### config.mk
export PLATFORM = sky130hd
export DESIGN_NAME = mc_sequencer
export DESIGN_NICKNAME = d
export VERILOG_FILES = /design/src/rtl/mc_sequencer_pkg.sv /design/src/rtl/mc_decode.sv /design/src/rtl/mc_sequencer.sv
export SDC_FILE = /design/constraint.sdc
export NUM_CORES = 1
export LEC_CHECK = 0
export CELL_PAD_IN_SITES_DETAIL_PLACEMENT = 1
export CELL_PAD_IN_SITES_GLOBAL_PLACEMENT = 2
export CORE_MARGIN = 5
export CORE_UTILIZATION = 21
export CTS_BUF_LIST = sky130_fd_sc_hd__clkbuf_2 sky130_fd_sc_hd__clkbuf_4 sky130_fd_sc_hd__clkbuf_8
export DETAILED_ROUTE_END_ITERATION = 6
export HOLD_SLACK_MARGIN = 0.03
export PLACE_DENSITY_LB_ADDON = 0.15
export SLEW_MARGIN = 40
export SYNTH_ARGS = -nofsm -noshare
export SYNTH_HDL_FRONTEND = slang
export SYNTH_SLANG_ARGS = --single-unit
### constraint.sdc
create_clock -name clk -period 2 [get_ports clk]
set_input_delay 0.3 -clock clk [delete_from_list [all_inputs] [get_ports clk]]
set_output_delay 0.3 -clock clk [all_outputs]
set_load 0.01 [all_outputs]
### src/rtl/mc_sequencer_pkg.sv
// Shared types and encodings for the multi-cycle MIPS control sequencer.
// Optional perf counters in the top are enabled by MC_SEQUENCER_PERF_EN.
package mc_sequencer_pkg;

    typedef enum logic [2:0] {
        FETCH,
        DECODE,
        EXEC,
        MEM,
        WB,
        HALT
    } state_t;

    typedef enum logic [2:0] {
        C_RTYPE,
        C_IMM,
        C_LOAD,
        C_STORE,
        C_BEQ,
        C_JAL,
        C_JR,
        C_ILL
    } iclass_t;

    localparam logic [5:0] OP_RTYPE = 6'b000000;
    localparam logic [5:0] OP_ORI   = 6'b001101;
    localparam logic [5:0] OP_LUI   = 6'b001111;
    localparam logic [5:0] OP_LW    = 6'b100011;
    localparam logic [5:0] OP_LB    = 6'b100000;
    localparam logic [5:0] OP_SW    = 6'b101011;
    localparam logic [5:0] OP_BEQ   = 6'b000100;
    localparam logic [5:0] OP_JAL   = 6'b000011;

    localparam logic [5:0] FN_ADDU  = 6'b100001;
    localparam logic [5:0] FN_SUBU  = 6'b100011;
    localparam logic [5:0] FN_JR    = 6'b001000;

    localparam logic [2:0] ALU_ADD  = 3'd0;
    localparam logic [2:0] ALU_SUB  = 3'd1;
    localparam logic [2:0] ALU_OR   = 3'd2;
    localparam logic [2:0] ALU_LUI  = 3'd3;

    localparam logic [1:0] NPC_PC4  = 2'b00;
    localparam logic [1:0] NPC_BR   = 2'b01;
    localparam logic [1:0] NPC_JAL  = 2'b10;
    localparam logic [1:0] NPC_JR   = 2'b11;

    localparam logic [1:0] A3_RD    = 2'b00;
    localparam logic [1:0] A3_RT    = 2'b01;
    localparam logic [1:0] A3_RA    = 2'b10;

    localparam logic [1:0] WD_ALU   = 2'b00;
    localparam logic [1:0] WD_DM    = 2'b01;
    localparam logic [1:0] WD_PC4   = 2'b10;

    typedef struct packed {
        iclass_t    cls;
        logic [2:0] alu_op;
        logic       alu_b;
        logic       ext_signed;
        logic       is_lb;
    } ctrl_t;

endpackage

### src/rtl/mc_decode.sv
// Combinational instruction classifier: op/func to class plus static
// datapath controls that hold for the whole instruction.
module mc_decode
    import mc_sequencer_pkg::*;
(
    input  logic [5:0] op,
    input  logic [5:0] func,
    output ctrl_t      ctrl
);

    always_comb begin
        ctrl = '{cls: C_ILL, alu_op: ALU_ADD, alu_b: 1'b0,
                 ext_signed: 1'b0, is_lb: 1'b0};
        unique case (1'b1)
            (op == OP_RTYPE && func == FN_ADDU): begin
                ctrl.cls = C_RTYPE;
            end
            (op == OP_RTYPE && func == FN_SUBU): begin
                ctrl.cls    = C_RTYPE;
                ctrl.alu_op = ALU_SUB;
            end
            (op == OP_RTYPE && func == FN_JR): begin
                ctrl.cls = C_JR;
            end
            (op == OP_ORI): begin
                ctrl.cls    = C_IMM;
                ctrl.alu_op = ALU_OR;
                ctrl.alu_b  = 1'b1;
            end
            (op == OP_LUI): begin
                ctrl.cls    = C_IMM;
                ctrl.alu_op = ALU_LUI;
                ctrl.alu_b  = 1'b1;
            end
            (op == OP_LW), (op == OP_LB): begin
                ctrl.cls        = C_LOAD;
                ctrl.alu_b      = 1'b1;
                ctrl.ext_signed = 1'b1;
                ctrl.is_lb      = (op == OP_LB);
            end
            (op == OP_SW): begin
                ctrl.cls        = C_STORE;
                ctrl.alu_b      = 1'b1;
                ctrl.ext_signed = 1'b1;
            end
            (op == OP_BEQ): begin
                ctrl.cls        = C_BEQ;
                ctrl.alu_op     = ALU_SUB;
                ctrl.ext_signed = 1'b1;
            end
            (op == OP_JAL): begin
                ctrl.cls = C_JAL;
            end
            default: ;
        endcase
    end

endmodule

### src/rtl/mc_sequencer.sv
// Multi-cycle FETCH/DECODE/EXEC/MEM/WB sequencer with IM/DM handshakes.
// Define MC_SEQUENCER_PERF_EN to add cycle_cnt/instr_cnt outputs.
module mc_sequencer
    import mc_sequencer_pkg::*;
#(
    parameter bit DECODE_ILLEGAL_TRAP = 1'b0
) (
    input  logic        clk,
    input  logic        reset,
    input  logic [5:0]  op,
    input  logic [5:0]  func,
    input  logic        is_equal,
    input  logic        imem_ack,
    input  logic        dmem_ack,
    output logic        imem_req,
    output logic        dmem_req,
    output logic        ir_we,
    output logic        pc_we,
    output logic        grf_we,
    output logic        dm_we,
    output logic [1:0]  a3_sel,
    output logic [1:0]  wd_sel,
    output logic        alu_b,
    output logic        ext_signed,
    output logic [2:0]  alu_op,
    output logic [1:0]  npc_sel,
    output logic        is_lb,
    output logic        illegal
`ifdef MC_SEQUENCER_PERF_EN
    ,
    output logic [31:0] cycle_cnt,
    output logic [31:0] instr_cnt
`endif
);

    state_t state;
    ctrl_t  ctrl;

    mc_decode u_decode (
        .op   (op),
        .func (func),
        .ctrl (ctrl)
    );

    always_ff @(posedge clk) begin
        if (reset) begin
            state <= FETCH;
        end else begin
            unique case (state)
                FETCH:  if (imem_ack) state <= DECODE;
                DECODE: begin
                    if (ctrl.cls == C_ILL && DECODE_ILLEGAL_TRAP)
                        state <= HALT;
                    else
                        state <= EXEC;
                end
                EXEC: begin
                    unique case (ctrl.cls)
                        C_RTYPE, C_IMM:  state <= WB;
                        C_LOAD, C_STORE: state <= MEM;
                        default:         state <= FETCH;
                    endcase
                end
                MEM: begin
                    if (dmem_ack)
                        state <= (ctrl.cls == C_STORE) ? FETCH : WB;
                end
                WB:      state <= FETCH;
                HALT:    state <= HALT;
                default: state <= FETCH;
            endcase
        end
    end

    // Everything is a decode of state and IR; only ir_we and the store
    // pc_we look at an ack. The reset cycle forces every output low.
    always_comb begin
        imem_req   = 1'b0;
        dmem_req   = 1'b0;
        ir_we      = 1'b0;
        pc_we      = 1'b0;
        grf_we     = 1'b0;
        dm_we      = 1'b0;
        a3_sel     = A3_RD;
        wd_sel     = WD_ALU;
        alu_b      = 1'b0;
        ext_signed = 1'b0;
        alu_op     = ALU_ADD;
        npc_sel    = NPC_PC4;
        is_lb      = 1'b0;
        illegal    = 1'b0;
        if (!reset) begin
            if (state == EXEC || state == MEM || state == WB) begin
                alu_op     = ctrl.alu_op;
                alu_b      = ctrl.alu_b;
                ext_signed = ctrl.ext_signed;
            end
            unique case (state)
                FETCH: begin
                    imem_req = 1'b1;
                    ir_we    = imem_ack;
                end
                DECODE: illegal = (ctrl.cls == C_ILL);
                EXEC: begin
                    unique case (ctrl.cls)
                        C_BEQ: begin
                            pc_we   = 1'b1;
                            npc_sel = is_equal ? NPC_BR : NPC_PC4;
                        end
                        C_JAL: begin
                            pc_we   = 1'b1;
                            grf_we  = 1'b1;
                            a3_sel  = A3_RA;
                            wd_sel  = WD_PC4;
                            npc_sel = NPC_JAL;
                        end
                        C_JR: begin
                            pc_we   = 1'b1;
                            npc_sel = NPC_JR;
                        end
                        C_ILL:   pc_we = 1'b1;
                        default: ;
                    endcase
                end
                MEM: begin
                    dmem_req = 1'b1;
                    is_lb    = ctrl.is_lb;
                    dm_we    = (ctrl.cls == C_STORE);
                    pc_we    = (ctrl.cls == C_STORE) && dmem_ack;
                end
                WB: begin
                    grf_we = 1'b1;
                    pc_we  = 1'b1;
                    is_lb  = ctrl.is_lb;
                    wd_sel = (ctrl.cls == C_LOAD) ? WD_DM : WD_ALU;
                    a3_sel = (ctrl.cls == C_RTYPE) ? A3_RD : A3_RT;
                end
                default: ;
            endcase
        end
    end

`ifdef MC_SEQUENCER_PERF_EN
    always_ff @(posedge clk) begin
        if (reset) begin
            cycle_cnt <= '0;
            instr_cnt <= '0;
        end else begin
            cycle_cnt <= cycle_cnt + 32'd1;
            if (pc_we)
                instr_cnt <= instr_cnt + 32'd1;
        end
    end
`endif

endmodule
==> metrics.log, run 1 <==
INFO  metric synth_area_per_cell = around 7.4 sq um
INFO  metric portBuffers = 34
INFO  metric crit_family = simple AND/OR/NAND/NOR gates
INFO  metric drt.antenna.violating_nets = 0
INFO  metric final_common_cell = sky130_fd_sc_hd__buf_4
INFO  metric min_period = 2070 ps
INFO  metric timing.critical_path.fanout_max = 2
INFO  metric synth_fp_nets = roughly 120
INFO  metric placeableCoreArea = roughly 3400 sq um
INFO  metric gr-usage-met2 = 0.233
INFO  metric grt-ovfl-total = 0
INFO  metric dpl-instance-area = roughly 1400 sq um
INFO  metric fin_crit_sh = 1.04
INFO  metric clkSlewWorstSetupHoldPaths = 40 ps
INFO  metric place_congestion = around 0.86
INFO  metric timing.clock.skew = roughly 2.6 ps
INFO  metric fraction_of_layout_instances_using_a_drive_strength_above_1 = 0.582
INFO  metric layout.cells.most_common_list = 40 x sky130_fd_sc_hd__buf_4, 15 x sky130_fd_sc_hd__buf_2, 12 x sky130_fd_sc_hd__buf_6
INFO  metric arrival = between 1500 and 2000 ps
INFO  metric met3_usage = 0.0246
INFO  metric num-nets-final = roughly 200
INFO  metric critical_path.n_buffers_inverters = 2
INFO  metric layout.core_utilization = 0.451
INFO  metric dpl_wire_length = roughly 2600 um
INFO  metric final_design_area_no_fill = between 1500 and 2000 sq um
INFO  metric drtIter0Drc = 17
INFO  metric setup.worst_path.start_class = input port
INFO  metric synth_top_area_share = 0.0815
INFO  metric post_drt_via_cell_ratio = 4.84
INFO  metric grt_first_pass_wirelength = a little under 6000 um
INFO  metric max_flop_register = state
INFO  metric critical-path-slowest-cell = sky130_fd_sc_hd__or4b_4
INFO  metric worstSetupEndpointType = output pin
INFO  metric post-route-drc-count = 0
INFO  metric fmax = 482 MHz
INFO  metric synth.ff_latch_count = 3
INFO  metric placement.setup.worst_slack = -985 ps
INFO  metric number_of_detailed_route_iterations_in_the_first_pass = 4
INFO  metric cts_made_buffers = 3
INFO  metric layout.filler_cells = 435
INFO  metric gate_count_of_the_mapped_netlist = 100
INFO  metric violations = setup timing
INFO  metric unrepaired_setup_endpoints_after_global_routing = true
INFO  metric maxCapViolCount = 0
INFO  metric crit_chain = clkdlybuf4s15_1, or4b_4, a211oi_4, a211o_1, nor3b_2, buf_2
INFO  metric yosysWarnings = 0
INFO  metric post-route-worst-setup-slack = -73.5 ps
INFO  metric slew_viol_final = 0
INFO  metric floorplan.io_pins = 36
INFO  metric cts_tree = built
INFO  metric largestRegisters = state x3
INFO  metric die_w = 69.2 um
INFO  metric route.vias.total = around 1.1k
INFO  metric largest_register_ffs = 3
INFO  metric postRouteWirelength = roughly 3600 um
INFO  metric synth_cell_types = 50
INFO  metric netlist_top_cells_area = sky130_fd_sc_hd__dfxtp_1 8.1%, sky130_fd_sc_hd__nor3_1 5.4%, sky130_fd_sc_hd__nand2_1 4.1%, sky130_fd_sc_hd__nor2_1 4.1%, sky130_fd_sc_hd__a2111oi_4 3.7%
INFO  metric yosysSeqAreaShare = 0.0815
INFO  metric grt-busiest-layer = met2
INFO  metric chipHeight = ~70 um
INFO  metric hp-class = reg2reg
INFO  metric area_delta_synth_final = 106%
INFO  metric async_reset_ff_frac = 0
INFO  metric initial_core_utilization = 0.219
INFO  metric grt_use_met1 = 0.193
INFO  metric path_class = in2out
INFO  metric ys.flop_type = sky130_fd_sc_hd__dfxtp_1
INFO  metric cts_max_level = 1
INFO  metric crit_required = between 1500 and 2000 ps
INFO  metric max-clock-path-buffers = 2
INFO  metric cts.sink_count = 3
INFO  metric number_of_antenna_violations_at_the_first_check_in_global_routing = 0
INFO  metric run_status = complete, but fails checks
INFO  metric worstSkewPairLatency = 240 ps
INFO  metric maximum_number_of_pins_on_one_net_before_global_route_repair = 11
INFO  metric first_global_vias = about 1.2k
INFO  metric grt.total_usage = 0.146
INFO  metric total_die_area = 4790 sq um
INFO  metric antennaDiodeCount = 0
INFO  metric setup-violations-final = 5
INFO  metric synth.largest_area_cell = sky130_fd_sc_hd__dfxtp_1
INFO  metric cpPeakStageDelay = a little over 500 ps
INFO  metric hold_viol = 0
INFO  metric stdcell_count = around 220
INFO  metric netlist_area = approximately 740 sq um
INFO  metric synth_enable_flop_cells = 0
INFO  metric num_rows = 21
INFO  metric hold-worst-slack = between 600 and 700 ps
INFO  metric power_per_cell_area = between 200 and 300 nW/um^2
INFO  metric clock-root-buffer = sky130_fd_sc_hd__clkbuf_4
INFO  metric peakVddDrop = approximately 96 uV
INFO  metric placedCellCount = 208
INFO  metric power.static_leakage = between 0.0006 and 0.0007 uW
INFO  metric wire_per_inst = about 16 um
per-stage QoR:
stage | setup TNS (ps) | total power (uW)
2_1_floorplan | 0 | 146
3_3_place_gp | -13210 | 245
3_5_place_dp | -13680 | 248
4_1_cts | -7.98 | 392
5_1_grt | -539 | 422
6_report | -176 | 397
synthesized netlist by cell type (2+ instances only):
| master | n |
|---|---|
| sky130_fd_sc_hd__or4_4 | 2 |
| sky130_fd_sc_hd__nand2_1 | 8 |
| sky130_fd_sc_hd__clkbuf_1 | 3 |
| sky130_fd_sc_hd__o21ai_1 | 2 |
| sky130_fd_sc_hd__a211o_1 | 2 |
| sky130_fd_sc_hd__a211oi_1 | 2 |
| sky130_fd_sc_hd__buf_2 | 2 |
| sky130_fd_sc_hd__or3_1 | 2 |
| sky130_fd_sc_hd__nor3_1 | 8 |
| sky130_fd_sc_hd__buf_6 | 2 |
| sky130_fd_sc_hd__nand3_1 | 2 |
| sky130_fd_sc_hd__dfxtp_1 | 3 |
| sky130_fd_sc_hd__a31oi_1 | 4 |
| sky130_fd_sc_hd__buf_4 | 3 |
| sky130_fd_sc_hd__a21oi_1 | 3 |
| sky130_fd_sc_hd__nor2_1 | 8 |
| sky130_fd_sc_hd__nand3b_1 | 2 |
| sky130_fd_sc_hd__nor4_1 | 2 |
| sky130_fd_sc_hd__nand4b_1 | 2 |
| sky130_fd_sc_hd__nor3_2 | 2 |
| sky130_fd_sc_hd__nor2b_1 | 2 |
| sky130_fd_sc_hd__o21ai_0 | 2 |
| sky130_fd_sc_hd__nand2b_1 | 4 |
| sky130_fd_sc_hd__inv_1 | 2 |
report_power, final:
| part | internal [uW] | leakage [uW] | switching, uW |
|---|---|---|---|
| Sequential | 62.4 | 0.0000245 | 2.14 |
| Combinational | 108 | 0.000630 | 96.1 |
| Clock | 88.8 | 0.0000184 | 39.4 |
cell type report:
type / instances / area, sq um / share of cell area
Multi-Input combinational cell: 85 / 701 / 0.462
Timing Repair Buffer: 83 / 659 / 0.435
Sequential cell: 3 / 60.1 / 0.0396
Tap cell: 46 / 57.6 / 0.0380
Clock buffer: 4 / 30.0 / 0.0198
Inverter: 2 / 7.51 / 0.00495
cells by family after synthesis:
family / after synthesis / synth area share
compound gates: 29 / 0.329
buf+inv: 12 / 0.100
flops: 3 / 0.0815
other cells: 1 / 0.00509
simple gates: 55 / 0.484
worst register-to-register path: stages, from the launching register on:
cell,delay [ps]
sky130_fd_sc_hd__dfxtp_1,350
sky130_fd_sc_hd__nand2b_1,200
sky130_fd_sc_hd__buf_4,170
sky130_fd_sc_hd__o32ai_1,250
sky130_fd_sc_hd__a31oi_1,90
sky130_fd_sc_hd__nor4_2,200
per-layer routing:
metal	part of all wire	routed length (um)	vias to the layer above
met4	0.011	41	0
met2	0.49	1770	28
li1	-	-	536
met3	0.027	97	4
met1	0.47	1690	512
met5	0	0	-
final timing paths:
path                         start                    end  slack [ps]  cells past startpoint
min          state[2]$_SDFFE_PP0P_  state[1]$_SDFFE_PP0P_         650                      2
min reg2reg  state[2]$_SDFFE_PP0P_  state[1]$_SDFFE_PP0P_         650                      2
max reg2reg  state[2]$_SDFFE_PP0P_  state[1]$_SDFFE_PP0P_         650                      5
max                        func[3]              wd_sel[0]         -70                      6
timing repair:
action                                  in CTS  in global routing
endpoints found under the setup margin      20                 15
hold buffers                                 0                  0
gates cloned                                 0                  0
buffers inserted                             9                  2
pin swaps                                   17                 12
gates resized for setup                    122                 18
Note: power is estimated with default switching activity, not from simulation.
==> run 2, diff against run 1 <==
--- a/config.mk
+++ b/config.mk
@@ -11,6 +11,7 @@
 export CORE_UTILIZATION = 21
 export CTS_BUF_LIST = sky130_fd_sc_hd__clkbuf_2 sky130_fd_sc_hd__clkbuf_4 sky130_fd_sc_hd__clkbuf_8
 export DETAILED_ROUTE_END_ITERATION = 6
+export GPL_TIMING_DRIVEN = 0
 export HOLD_SLACK_MARGIN = 0.03
 export PLACE_DENSITY_LB_ADDON = 0.15
 export SLEW_MARGIN = 40
==> metrics.log, run 2 (synthesis gave the netlist of run 1 again) <==
INFO  metric run_status = complete, but fails checks
INFO  metric violations = setup timing
INFO  metric placeableCoreArea = 3360 sq um (unchanged)
INFO  metric worstSkewPairLatency = 230 ps (about the same)
INFO  metric min_period = 2110 ps (+32.6 ps)
INFO  metric power.static_leakage = 0.000560 uW (-17%)
INFO  metric area_delta_synth_final = 86.1%
INFO  metric grt_first_pass_wirelength = 4970 um (-15%)
INFO  metric final_common_cell = sky130_fd_sc_hd__buf_4
INFO  metric crit_required = 1700 ps (about the same)
INFO  metric slew_viol_final = 0 (unchanged)
INFO  metric post_drt_via_cell_ratio = 4.88 (+0.67%)
INFO  metric dpl-instance-area = 1100 sq um (-18%)
INFO  metric final_design_area_no_fill = 1370 sq um (-9.5%)
INFO  metric path_class = in2out
INFO  metric total_die_area = 4790 sq um (unchanged)
INFO  metric timing.critical_path.fanout_max = 6 (+4)
INFO  metric setup.worst_path.start_class = input port
INFO  metric number_of_detailed_route_iterations_in_the_first_pass = 4 (unchanged)
INFO  metric totalNegativeSetupSlack = -201 ps (-25.6 ps)
INFO  metric number_of_antenna_violations_at_the_first_check_in_global_routing = 0 (unchanged)
INFO  metric initial_core_utilization = 0.219 (unchanged)
INFO  metric fin_crit_sh = 1.05 (+0.0163)
INFO  metric floorplan.io_pins = 36 (unchanged)
INFO  metric max-clock-path-buffers = 2 (unchanged)
INFO  metric route.vias.total = 980 (-9.3%)
INFO  metric arrival = 1810 ps (+40 ps)
INFO  metric timing.clock.skew = 1.12 ps (-1.44 ps)
INFO  metric slew_of_the_pin_with_the_lowest_slew_margin = 506 ps
INFO  metric num-nets-final = 173 (-11%)
INFO  metric hold_viol = 0 (unchanged)
INFO  metric hp-class = in2reg
INFO  metric post-route-worst-setup-slack = -106 ps (-32.6 ps)
INFO  metric fraction_of_layout_instances_using_a_drive_strength_above_1 = 0.568 (-0.0142)
INFO  metric peakVddDrop = 287 uV (+200%)
INFO  metric setup-violations-final = 6 (+1)
INFO  metric maxCapViolCount = 0 (unchanged)
INFO  metric drtIter0Drc = 22 (+5)
INFO  metric drt.antenna.violating_nets = 0 (unchanged)
INFO  metric cts.sink_count = 3 (unchanged)
INFO  metric clkSlewWorstSetupHoldPaths = 40 ps (about the same)
INFO  metric largestRegisters = state x3
INFO  metric cts_made_buffers = 3 (unchanged)
INFO  metric grt-ovfl-total = 0 (unchanged)
INFO  metric die_w = 69.2 um (unchanged)
INFO  metric power_per_cell_area = 266 nW/um^2 (+1.4%)
INFO  metric first_global_vias = 1057 (-13%)
INFO  metric postRouteWirelength = 3090 um (-14%)
INFO  metric wire_per_inst = 15.4 um (-4.7%)
INFO  metric clock-root-buffer = sky130_fd_sc_hd__clkbuf_4
INFO  metric cts_tree = built
INFO  metric fmax = 475 MHz (-1.5%)
INFO  metric layout.cells.most_common_list = 17 x sky130_fd_sc_hd__buf_4, 15 x sky130_fd_sc_hd__buf_2, 11 x sky130_fd_sc_hd__buf_6
INFO  metric num_rows = 21 (unchanged)
INFO  metric post-route-drc-count = 0 (unchanged)
INFO  metric grt.total_usage = 0.125 (-0.0206)
INFO  metric antennaDiodeCount = 0 (unchanged)
INFO  metric layout.filler_cells = 451 (+3.7%)
INFO  metric chipHeight = 69.2 um (unchanged)
INFO  metric dpl_wire_length = 2170 um (-17%)
INFO  metric unrepaired_setup_endpoints_after_global_routing = true
INFO  metric slew-limit-headroom = 0.663
INFO  metric max_flop_register = state
INFO  metric place_congestion = 0.811 (-6.1%)
INFO  metric worstSetupEndpointType = output pin
INFO  metric largest_register_ffs = 3 (unchanged)
INFO  metric maximum_number_of_pins_on_one_net_before_global_route_repair = 11 (unchanged)
INFO  metric portBuffers = 31 (-8.8%)
INFO  metric cts_max_level = 1 (unchanged)
-- run 2: changes by cell type in the layout (fill, tap and decap cells not counted), sizes merged --
cell | before | now
dlygate4sd2 | 5 | 1
clkdlybuf4s50 | 4 | 6
clkbuf | 7 | 11
clkdlybuf4s15 | 2 | 3
buf | 69 | 44
-- run 2: area by class of cell --
class,count,area [sq um],share of cell area
plain buffers,9,76.3,0.0557
inverters,2,7.51,0.00547
flip-flops and latches,3,61.3,0.0447
multi-input cells,85,736,0.536
repair buffers,52,403,0.294
well taps,46,57.6,0.0420
clock buffers,4,30.0,0.0219
-- run 2: layer usage --
metal  GRT usage  wire length [um]
met5           0                 0
met4      0.0174                 0
met3      0.0377                97
met2       0.203              1480
met1       0.166              1510
-- run 2: critical path: stages --
cell	delay, ps
sky130_fd_sc_hd__buf_6	90
sky130_fd_sc_hd__buf_6	120
sky130_fd_sc_hd__or3b_4	400
sky130_fd_sc_hd__a2111oi_4	390
sky130_fd_sc_hd__a211o_1	180
sky130_fd_sc_hd__nor3b_2	170
sky130_fd_sc_hd__buf_2	160
-- run 2: worst paths after layout --
path / to / slack (ps) / depth (start not counted) / start
worst max-delay path: wd_sel[0] / -110 / 7 / op[0]
worst min register to register: state[1]$_SDFFE_PP0P_ / 570 / 1 / state[2]$_SDFFE_PP0P_
worst min-delay path: state[0]$_SDFFE_PP0P_ / 560 / 2 / reset
worst max register to register: state[1]$_SDFFE_PP0P_ / 690 / 5 / state[1]$_SDFFE_PP0P_
-- run 2: stage by stage --
stage | util | hold slack, ps | instances | power (uW) | setup slack [ps]
final | 0.408 | 558 | 201 | 364 | -106
after floorplan | - | 487 | 100 | 146 | 8.46
after global routing | 0.408 | 586 | 201 | 396 | -169
after detailed placement | 0.328 | 620 | 177 | 207 | -1100
after global placement | 0.328 | 619 | 177 | 206 | -1100
after CTS | 0.378 | 525 | 195 | 354 | -120
-- run 2: power breakdown --
part	internal, uW	switching [uW]	total (uW)
Combinational	90.5	90.9	181
Sequential	62.5	1.11	63.6
Clock	88.2	31.0	119
Total	241	123	364
-- run 2: what timing repair did --
action | 4_1_cts | 5_1_grt
hold endpoints to repair | 0 | 0
hold buffers | 0 | 0
buffers inserted | 15 | 6
endpoints found under the setup margin | 18 | 16
gates resized for setup | 103 | 31
pin swaps | 17 | 10
==> run 3, diff against run 2 <==
--- a/config.mk
+++ b/config.mk
@@ -8,7 +8,7 @@
 export CELL_PAD_IN_SITES_DETAIL_PLACEMENT = 1
 export CELL_PAD_IN_SITES_GLOBAL_PLACEMENT = 2
 export CORE_MARGIN = 5
-export CORE_UTILIZATION = 21
+export CORE_UTILIZATION = 23
 export CTS_BUF_LIST = sky130_fd_sc_hd__clkbuf_2 sky130_fd_sc_hd__clkbuf_4 sky130_fd_sc_hd__clkbuf_8
 export DETAILED_ROUTE_END_ITERATION = 6
 export GPL_TIMING_DRIVEN = 0
==> constraint.sdc (replaced) <==
create_clock -name clk -period 2.6 [get_ports clk]
set_input_delay 0.39 -clock clk [delete_from_list [all_inputs] [get_ports clk]]
set_output_delay 0.39 -clock clk [all_outputs]
set_load 0.01 [all_outputs]
==> metrics.log, run 3 (synthesis gave the netlist of run 1 again) <==
INFO  metric timing.clock.skew = 2.95 ps (+1.83 ps)
INFO  metric placeableCoreArea = 3050 sq um (-9.2%)
INFO  metric critical_path.n_buffers_inverters = 4 (+1)
INFO  metric unrepaired_setup_endpoints_after_global_routing = false
INFO  metric route.vias.total = 911 (-7.0%)
INFO  metric final_common_cell = sky130_fd_sc_hd__clkdlybuf4s50_1
INFO  metric critical-path-slowest-cell = sky130_fd_sc_hd__or4_4
INFO  metric max-clock-path-buffers = 2 (unchanged)
INFO  metric grt.total_usage = 0.133 (+0.00764)
INFO  metric post-route-drc-count = 0 (unchanged)
INFO  metric fin_crit_sh = 0.973
INFO  metric layout.filler_cells = 391 (-13%)
INFO  metric hp-class = reg2reg
INFO  metric clock-root-buffer = sky130_fd_sc_hd__clkbuf_4
INFO  metric peakVddDrop = 134 uV (-53%)
INFO  metric number_of_detailed_route_iterations_in_the_first_pass = 4 (unchanged)
INFO  metric largest_register_ffs = 3 (unchanged)
INFO  metric grt-ovfl-total = 0 (unchanged)
INFO  metric worstSkewPairLatency = 230 ps (about the same)
INFO  metric fmax = about 400 MHz
INFO  metric max_flop_register = state
INFO  metric cts_made_buffers = 3 (unchanged)
INFO  metric total_die_area = 4440 sq um (-7.5%)
INFO  metric sw_pwr = 86.3 uW (-30%)
INFO  metric num_rows = 20 (-4.8%)
INFO  metric totalNegativeSetupSlack = 0 ps (+201 ps)
INFO  metric largestRegisters = state x3
INFO  metric clkPwrFrac = 0.361 (+0.034)
INFO  metric cpPeakStageDelay = 560 ps (+160 ps)
INFO  metric drtIter0Drc = 26 (+18%)
INFO  metric arrival = 2140 ps (+330 ps)
INFO  metric initial_core_utilization = 0.241 (+0.0223)
INFO  metric setup-violations-final = 0 (-6)
INFO  metric power.static_leakage = 0.000517 uW (-7.7%)
INFO  metric antennaDiodeCount = 0 (unchanged)
INFO  metric dpl_wire_length = 2140 um (-1.2%)
INFO  metric power_per_cell_area = 210 nW/um^2 (-21%)
INFO  metric hold_viol = 0 (unchanged)
INFO  metric crit_required = 2210 ps (+510 ps)
INFO  metric floorplan.io_pins = 36 (unchanged)
INFO  metric area_delta_synth_final = 64.5%
INFO  metric slew_viol_final = 0 (unchanged)
INFO  metric number_of_antenna_violations_at_the_first_check_in_global_routing = 0 (unchanged)
INFO  metric proportion_of_power_drawn_by_flip_flops_and_latches = 0.192 (+0.017)
INFO  metric die_w = 66.6 um (-3.8%)
INFO  metric portBuffers = 31 (unchanged)
INFO  metric drt.antenna.violating_nets = 0 (unchanged)
INFO  metric p_comb_frac = 0.447 (-0.051)
INFO  metric internal_power = 169 uW (-30%)
INFO  metric clkSlewWorstSetupHoldPaths = 40 ps (about the same)
INFO  metric num-nets-final = 157 (-9.2%)
INFO  metric min_period = ~2500 ps
INFO  metric cts.sink_count = 3 (unchanged)
INFO  metric crit_chain = clkdlybuf4s50_1, or4_4, nor3_4, buf_6, buf_4, o21ai_1, a21oi_1, buf_2
INFO  metric fraction_of_layout_instances_using_a_drive_strength_above_1 = 0.345 (-0.222)
INFO  metric cts_tree = built
INFO  metric netSwitchingFraction = 0.338 (+0.000424)
INFO  metric post_cts_hold_buffer_count = 0 (unchanged)
INFO  metric setup.worst_path.start_class = input port
INFO  metric path_class = in2out
INFO  metric worstSetupEndpointType = output pin
INFO  metric final_design_area_no_fill = 1210 sq um (-12%)
INFO  metric post_drt_via_cell_ratio = 4.98 (+2.1%)
INFO  metric dpl-instance-area = 1100 sq um (-0.23%)
INFO  metric run_status = finished, final reports clean
INFO  metric postRouteWirelength = 2760 um (-11%)
INFO  metric place_congestion = 0.803 (-1.1%)
INFO  metric grt_first_pass_wirelength = 4700 um (-5.4%)
INFO  metric wire_per_inst = 15.1 um (-1.7%)
INFO  metric first_global_vias = 1010 (-4.4%)
INFO  metric timing.critical_path.fanout_max = 3 (-3)
INFO  metric layout.cells.most_common_list = 9 x sky130_fd_sc_hd__clkdlybuf4s50_1, 8 x sky130_fd_sc_hd__nand2_1, 8 x sky130_fd_sc_hd__dlygate4sd2_1
INFO  metric maximum_number_of_pins_on_one_net_before_global_route_repair = 11 (unchanged)
INFO  metric cts_max_level = 1 (unchanged)
INFO  metric crit_family = buffers and inverters
INFO  metric maxCapViolCount = 0 (unchanged)
INFO  metric chipHeight = 66.6 um (-3.8%)
-- run 3: cell count changes in the layout (fill, tap and decap cells not counted), moves of 2 or more --
cell	delta
sky130_fd_sc_hd__clkdlybuf4s50_1	+3
sky130_fd_sc_hd__nand2b_2	-2
sky130_fd_sc_hd__nand2b_1	+2
sky130_fd_sc_hd__buf_2	-8
sky130_fd_sc_hd__dlymetal6s2s_1	+5
sky130_fd_sc_hd__dlygate4sd2_1	+7
sky130_fd_sc_hd__buf_4	-10
sky130_fd_sc_hd__clkbuf_2	-4
sky130_fd_sc_hd__buf_6	-7
sky130_fd_sc_hd__clkdlybuf4s15_1	-3
-- run 3: power groups by stage --
stage	Sequential, uW	Combinational [uW]	Clock, uW
2_1_floorplan	49.2	62.9	0
3_3_place_gp	49.3	108	0
3_5_place_dp	49.4	109	0
4_1_cts	48.7	116	94.9
5_1_grt	49.1	126	98.6
6_report	49.0	114	92.1
-- run 3: final cells by class --
cell class | instances | area (sq um) | area share
Clock buffer | 4 | 30.0 | 0.0248
Buffer | 8 | 55.1 | 0.0454
Tap cell | 44 | 55.1 | 0.0454
Timing Repair Buffer | 37 | 329 | 0.271
Multi-Input combinational cell | 85 | 676 | 0.557
Inverter | 2 | 7.51 | 0.00619
Sequential cell | 3 | 60.1 | 0.0495
-- run 3: metal layers --
| layer | up-vias | track usage | wire [um] |
|---|---|---|---|
| met5 | - | 0 | 0 |
| met4 | 0 | 0.00761 | 0 |
| met3 | 0 | 0.0388 | 191 |
| met2 | 27 | 0.210 | 1250 |
| met1 | 420 | 0.184 | 1330 |
| li1 | 464 | - | - |
-- run 3: metrics by stage --
stage,total power [uW],worst slack (ps),std cells,util,hold slack [ps]
floorplan,112,428,100,-,523
global placement,157,-697,175,0.361,594
detailed placement,158,-697,175,0.361,584
CTS,259,17.5,184,0.396,608
global route,274,21.0,183,0.397,674
finish,255,69.8,183,0.397,604
-- run 3: final timing paths --
path | depth (start not counted) | endpoint | from | slack, ps
setup reg to reg | 4 | state[0]$_SDFFE_PP0P_ | state[0]$_SDFFE_PP0P_ | 1170
hold reg to reg | 2 | state[2]$_SDFFE_PP0P_ | state[0]$_SDFFE_PP0P_ | 600
hold / removal | 2 | state[2]$_SDFFE_PP0P_ | state[0]$_SDFFE_PP0P_ | 600
setup / recovery | 8 | npc_sel[1] | func[2] | 70
-- run 3: worst reg2reg max path: cells and delay by family (launching register included) --
family / cells / cell delay, ps
AO/OA/AOI/OAI: 2 / 510
buffers and inverters: 2 / 530
flip-flops: 1 / 320
-- run 3: repair_timing --
action                                  CTS  global route
buffers inserted                          5             1
endpoints found under the setup margin   14             9
resized for setup                        52            10
gates cloned                              0             0
pin swaps                                12             5
